File: config.mk
export PLATFORM = sky130hd
export DESIGN_NAME = config_mem_loader
export DESIGN_NICKNAME = d
export VERILOG_FILES = /design/src/rtl/config_mem_loader.sv
export SDC_FILE = /design/constraint.sdc
export NUM_CORES = 1
export LEC_CHECK = 0
export BUFFER_PORTS_ARGS = -buffer_cell sky130_fd_sc_hd__clkbuf_2
export CAP_MARGIN = 20
export CORE_AREA = 2 2 335 337
export DETAILED_ROUTE_END_ITERATION = 8
export DIE_AREA = 0 0 337 339
export SYNTH_ARGS = -nofsm -noshare
export SYNTH_HDL_FRONTEND = slang
export SYNTH_SLANG_ARGS = --single-unit
File: constraint.sdc
create_clock -name clk -period 4.5 [get_ports clk]
set_input_delay 0.9 -clock clk [delete_from_list [all_inputs] [get_ports clk]]
set_output_delay 0.9 -clock clk [all_outputs]
set_load 0.03 [all_outputs]
File: src/rtl/config_mem_loader.sv
// Byte-stream command controller for the 102-byte configuration memory:
// parses WRITE/READ burst commands, drives the write port and streams read-back bytes.
module config_mem_loader #(
    parameter int MEM_DEPTH = 102,
    parameter int ADDR_W    = 8
) (
    input  logic                   clk,
    input  logic                   rst_n,
    input  logic [7:0]             in_data,
    input  logic                   in_valid,
    output logic                   in_ready,
    input  logic [MEM_DEPTH*8-1:0] mem_all_data,
    output logic [7:0]             mem_data_in,
    output logic [ADDR_W-1:0]      mem_addr,
    output logic                   mem_we,
    output logic [7:0]             out_data,
    output logic                   out_valid,
    input  logic                   out_ready,
    output logic                   busy,
    output logic                   load_done,
    output logic                   err
);

    typedef enum logic [2:0] {
        IDLE,
        ADDR,
        LEN,
        WRITE,
        READ
    } state_t;

    localparam logic [ADDR_W:0] DEPTH_A = (ADDR_W + 1)'(MEM_DEPTH);
    localparam logic [8:0]      DEPTH_L = 9'(MEM_DEPTH);

    state_t            state;
    logic              is_write;
    logic [ADDR_W-1:0] addr;
    logic [7:0]        cnt;
    logic              start_zero;
    logic              full_len;
    logic              burst_err;
    logic              accept;
    logic              addr_in_range;
    logic [7:0]        rd_byte;

    assign in_ready      = (state != READ);
    assign busy          = (state != IDLE);
    assign accept        = in_valid && in_ready;
    assign addr_in_range = ({1'b0, addr} < DEPTH_A);

    // Out-of-range addresses match no entry and read back as zero.
    always_comb begin
        rd_byte = '0;
        for (int unsigned i = 0; i < MEM_DEPTH; i++) begin
            if (addr == ADDR_W'(i)) rd_byte = mem_all_data[i*8 +: 8];
        end
    end

    always_ff @(posedge clk or negedge rst_n) begin
        if (!rst_n) begin
            state       <= IDLE;
            is_write    <= 1'b0;
            addr        <= '0;
            cnt         <= '0;
            start_zero  <= 1'b0;
            full_len    <= 1'b0;
            burst_err   <= 1'b0;
            mem_we      <= 1'b0;
            mem_addr    <= '0;
            mem_data_in <= '0;
            out_valid   <= 1'b0;
            out_data    <= '0;
            load_done   <= 1'b0;
            err         <= 1'b0;
        end else begin
            mem_we <= 1'b0;
            case (state)
                IDLE: begin
                    if (accept) begin
                        case (in_data)
                            8'h01: begin
                                is_write <= 1'b1;
                                state    <= ADDR;
                            end
                            8'h02: begin
                                is_write <= 1'b0;
                                state    <= ADDR;
                            end
                            8'h03:   err <= 1'b0;
                            default: err <= 1'b1;
                        endcase
                    end
                end
                ADDR: begin
                    if (accept) begin
                        addr       <= ADDR_W'(in_data);
                        start_zero <= (in_data == 8'h00);
                        state      <= LEN;
                    end
                end
                LEN: begin
                    if (accept) begin
                        if (in_data == 8'h00) begin
                            err   <= 1'b1;
                            state <= IDLE;
                        end else begin
                            cnt       <= in_data;
                            full_len  <= ({1'b0, in_data} >= DEPTH_L);
                            burst_err <= 1'b0;
                            state     <= is_write ? WRITE : READ;
                        end
                    end
                end
                WRITE: begin
                    if (accept) begin
                        mem_addr    <= addr;
                        mem_data_in <= in_data;
                        addr        <= addr + 1'b1;
                        cnt         <= cnt - 8'd1;
                        if (addr_in_range) begin
                            mem_we <= 1'b1;
                        end else begin
                            err       <= 1'b1;
                            burst_err <= 1'b1;
                        end
                        // The last byte's own range check must be folded in here,
                        // since burst_err for it only lands on this same edge.
                        if (cnt == 8'd1) begin
                            state <= IDLE;
                            if (start_zero && full_len && !burst_err && addr_in_range)
                                load_done <= 1'b1;
                        end
                    end
                end
                READ: begin
                    if (!out_valid) begin
                        out_data  <= rd_byte;
                        out_valid <= 1'b1;
                        if (!addr_in_range) err <= 1'b1;
                    end else if (out_ready) begin
                        out_valid <= 1'b0;
                        addr      <= addr + 1'b1;
                        cnt       <= cnt - 8'd1;
                        if (cnt == 8'd1) state <= IDLE;
                    end
                end
                default: state <= IDLE;
            endcase
        end
    end

endmodule

# Yosys cells after proc, flatten, opt, wreduce, memory -nomap -nowiden
# Cells that the tools add are included.
# Widths: inputs -> output; s select.
word_totals:
  ff_bits: 51
  inputBits: 828
  output_inout_bits: 30
  elab_cells: 311
classes:
  addsub: 2
  n_lt_le_gt_ge: 2
  n_eq_ne: 122
  n_mux: 143
  bitwise: 2
  reduce_logical: 26
op_table:
  columns: ["op", "n"]
  rows:
  - ["$mux 8", 111]
  - ["$eq 8x7->1 const B", 38]
  - ["$eq 8x6->1 const B", 32]
  - ["$eq 8x5->1 const B", 16]
  - ["$eq 8x4->1 const B", 8]
  - ["$pmux 8 s3", 2]
  - ["$eq 8x2->1 const B", 4]
  - ["$eq 8x3->1 const B", 4]
  - ["$mux 3", 10]
  - ["$eq 8x1->1 const B", 3]
  - ["$ne 2x2->1 const B", 12]
  - ["$logic_not 8->1", 2]
  - ["$mux 1", 15]
  - ["$pmux 3 s5", 1]
  - ["$reduce_and 7->1", 2]
  - ["$reduce_and 5->1", 2]
  - ["$reduce_bool 3->1", 3]
  - ["$add 8x1->8 const B", 1]
  - ["$ge 8x7->1 const B", 1]
  - ["$lt 8x7->1 const B", 1]
  - ["$sub 8x1->8 const B", 1]
  - ["$eq 3x2->1 const B", 2]
  - ["$pmux 1 s2", 3]
  - ["$reduce_and 2->1", 3]
  - ["14 further kinds", 20]

# Longest topological paths before layout
depth:
  ltp_word: 103
  mapped_depth: 15
  depth_no_buf: 11

# Worst setup path after synthesis
# OpenSTA, ideal clock, no wires.
synth_timing:
  kind: "reg2reg"
  from: "register addr[1]"
  to: "register out_data[1]"
  setup_ps: 130
  t_arrival_ps: 2615
  required_ps: 4370
  path_slack_ps: 1755
  stages_incl_launch_ff: 12
  n_path_buf: 2
  synth_period_minus_slack_ps: 2745
  path_cell_list: "dfrtp_1 inv_1 ha_1 buf_2 buf_2 nor2_1 nor2_1 a2111oi_0 nor2_1 or4_1 a21oi_1 a211oi_1"
synth_via:
  elab_chain_cells: 103
  word_cells_on_any_way: 204
  cone_classes: "101 x eq/ne; 102 x mux; 1 x reduce/logical"
synth_lines:
  columns: ["item", "line_no", "rtl"]
  rows:
  - ["start, declared", "37", "logic [ADDR_W-1:0] addr;"]
  - ["start signal, assigned", "96", "addr <= ADDR_W'(in_data);"]
  - ["start signal, assigned", "118", "addr <= addr + 1'b1;"]
  - ["start signal, assigned", "142", "addr <= addr + 1'b1;"]
  - ["$logic_not 8->1", "55", "if (addr == ADDR_W'(i)) rd_byte = mem_all_data[i*8 +: 8];"]
  - ["$mux 8 (101 in a row)", "55", null]
  - ["$mux 8 *", "55", null]
  - ["end signal, assigned", "137", "out_data <= rd_byte;"]
  - ["end, declared", "16", "output logic [7:0] out_data,"]
# Mark *: on every way between the ends. The rest lies on a longest branch, timed or not.
# A chain may end at the register's enable or synchronous reset.

# Final worst setup path
layout_timing:
  from: "register addr[1]"
  to: "register out_data[7]"
# Same word-level chain as after synthesis.

==> reports/metrics.yaml <==
detailed_routing:
  vias: 24400
  routed_via_density: 5.55
  drt-initial-drc-count: 3456
  dr.pass1.iters: 7
  wl_um: 189000
  ant_nets: 0
  drc_errors: 0
  wl_per_cell_um: 43.0
worst_setup_path:
  crit_fanout: 18
  crit_arrival_ns: 4.65
  startpoint_type: "flip-flop"
  startpoint: "addr[1]"
  reg2reg_from: "addr[1]"
  required_ns: 4.71
  path_class: "reg2reg"
  crit_path_end_kind: "flip-flop"
grt:
  antenna_found_initial: 183
  grt_pass1_vias: 23200
  overflow: 0
  grtUsageTotal_pct: 31.4
  grt_pass1_wl_um: 238000
  grt_max_degree: 42
clock_tree:
  root_buffer: "clkbuf_16"
  cts_made_buffers: 5
  clk-insertion-delay-late_ns: 0.32
  htree_levels: 2
  postCtsSetupBuffers: 0
  clkTransAtPathRegs_ns: 0.09
  postCtsHoldBufs: 0
  clkSinkCount: 51
  cts_resized: 0
  cts_tree: "yes"
  ctsLongestPathBuffers: 2
sta:
  relSlewSlack_pct: 22.1
  tightest_slew_ns: 1.17
  setup_viol: 0
  rsz0062_at_grt: "no"
  final.setup.worst_slack_ns: 0.0686
  finalCriticalPeriod_ns: 4.43
  timing.setup.tns_ns: 0
  timing.final.crit_share_pct: 98.5
  final_max_slew_viol_count: 0
  finalHoldViolCount: 0
  fmax_mhz: 226
  fin_skew_ns: 0.0126
min_path:
  hold_path_class: "reg2reg"
  min-delay-start: "burst_err"
power_and_ir_drop:
  max-vdd-ir-drop_mv: 0.262
  power_density_mw_per_mm2: 519
  p_leak_nw: 8.43
  p_total_mw: 10.2
placement:
  port_buffers: 857
  dp_hpwl_um: 163000
  dp_slack_ns: 0.00369
  dp_cells: 4321
  place_congestion: 1.08
  placed_area_mm2: 0.0194
final_layout:
  instances_no_fill: 4387
  syn_to_final_growth_pct: 57.8
  regArea_mm2: 0.00128
  multi_input_area_mm2: 0.0103
  fillers: 12900
  postLayoutCellArea_mm2: 0.0197
  drive_gt1_share_pct: 39.5
  final_net_count: 3675
logic_synthesis:
  synth-edff-count: 0
  ys_seq_area_share_pct: 10.2
  synth.avg_cell_area_um2: 6.27
  syn_area_mm2: 0.0125
  yosys_warnings: 0
  synthCells: 1988
  postSynth.asyncResetShare_pct: 100
  yosys_register_bits: 51
  syn_nets: 2822
  synth.distinct_cells: 87
  synth_ff_type: "dfrtp_1"
job:
  cap_violations: 0
die:
  rows: 122
  die_area_mm2: 0.114
  ios: 858
  die_x_um: 337
  die_h_um: 339
  initial_utilization_pct: 11.3
  core_area_mm2: 0.110
run_status:
  status: "completed"
## report_power, final
| group | switching [mW] | total [mW] | internal, mW |
|---|---|---|---|
| logic | 6.13 | 8.87 | 2.74 |
| clock network | 0.234 | 0.447 | 0.213 |
| registers | 0.329 | 0.899 | 0.570 |
## routing by layer
metal	vias to the layer above	GRT usage, %	part of all wire, %
met5	-	0	0.72
met4	214	14.7	5.9
met3	666	16.8	14
met2	2061	45.6	41
met1	11800	37.5	39
li1	9639	-	-
## final timing paths
check	end	slack, ns	depth (start not counted)
worst min-delay path	burst_err	0.48	2
worst min register to register	burst_err	0.48	2
min in group asynchronous	out_data[7]	0.61	1
worst max register to register	out_data[7]	0.07	12
max in group asynchronous	addr[2]	2.86	2
worst max-delay path	out_data[7]	0.07	12
## logic make-up after synthesis
logic type,Yosys count,synth area share [%]
adder cells (fa/ha/maj),6,0.602
buffers and inverters,226,7.93
multiplexers,14,1.26
flip-flops,51,10.2
AND/OR/NAND/NOR,710,27.2
XOR/XNOR,1,0.0702
AO/OA/AOI/OAI,980,52.7
## cells in the mapped netlist, types with 16 or more instances
cell / n / area (um2)
and3_1: 16 / 100
nor3_1: 59 / 295
a221oi_1: 69 / 604
o21ai_0: 179 / 896
dfrtp_1: 51 / 1280
nor2_1: 223 / 837
o31ai_1: 16 / 120
nand2_1: 224 / 841
nand3_1: 59 / 295
a21oi_1: 220 / 1100
clkbuf_1: 92 / 345
o211ai_1: 42 / 315
o22a_1: 20 / 175
a211oi_1: 25 / 188
buf_2: 76 / 380
nor4_1: 17 / 106
a22oi_1: 40 / 300
buf_1: 26 / 97.6
o221ai_1: 54 / 473
a31oi_1: 47 / 294
o22ai_1: 96 / 601
inv_1: 21 / 78.8
a221o_1: 27 / 270
## layout by cell type, fill, tap and decap left out, types with 10 or more instances in the layout
cell type,count
o31ai_1,16
or3_1,13
a211o_1,12
a21oi_1,220
dfrtp_1,49
mux2_2,14
buf_4,183
o22ai_1,96
a22oi_1,40
nor3_1,59
a221oi_1,69
o211ai_1,42
nand4_1,12
a31oi_1,46
a22o_1,10
a221o_1,27
a211oi_1,25
inv_1,21
o21ai_0,177
diode_2,57
o221ai_1,54
nand3b_1,11
nor4_1,16
o22a_1,20
nor2_1,223
o2111ai_1,12
nand2_1,224
nand3_1,55
clkbuf_2,858
and3_1,15
o21a_1,15
a2111oi_0,14
## cell type report
class	instances	area share [%]
Antenna cell	57	0.725
Clock buffer	5	0.636
Clock inverter	3	0.140
Inverter	22	0.420
Multi-Input combinational cell	1711	52.4
Sequential cell	51	6.50
Tap cell	1488	9.46
Timing Repair Buffer	1050	29.7
## per-stage QoR
stage / utilization [%] / hold slack (ns)
floorplan: - / 0.441
detailed placement: 17.5 / 0.462
finish: 17.8 / 0.478
global placement: 17.5 / 0.456
global route: 17.7 / 0.495
CTS: 17.7 / 0.482
## state kept, by name (all words and copies together) (netlist names), 3 cells and up
register,flops
addr,8
cnt,8
mem_addr,8
mem_data_in,8
out_data,8
state,3
## critical path, stage by stage, from the launching register on
cell and delay (ns):
dfrtp_1 0.46, inv_1 0.12, ha_1 0.34, and3b_2 0.55, a221oi_1 0.60, o21ai_0 0.17
o2bb2ai_1 0.19, a211oi_1 0.51, buf_4 0.23, o311ai_0 0.16, a31oi_2 0.57, o211ai_1 0.20
and3_1 0.21
Power figures use the tool's default switching activity.
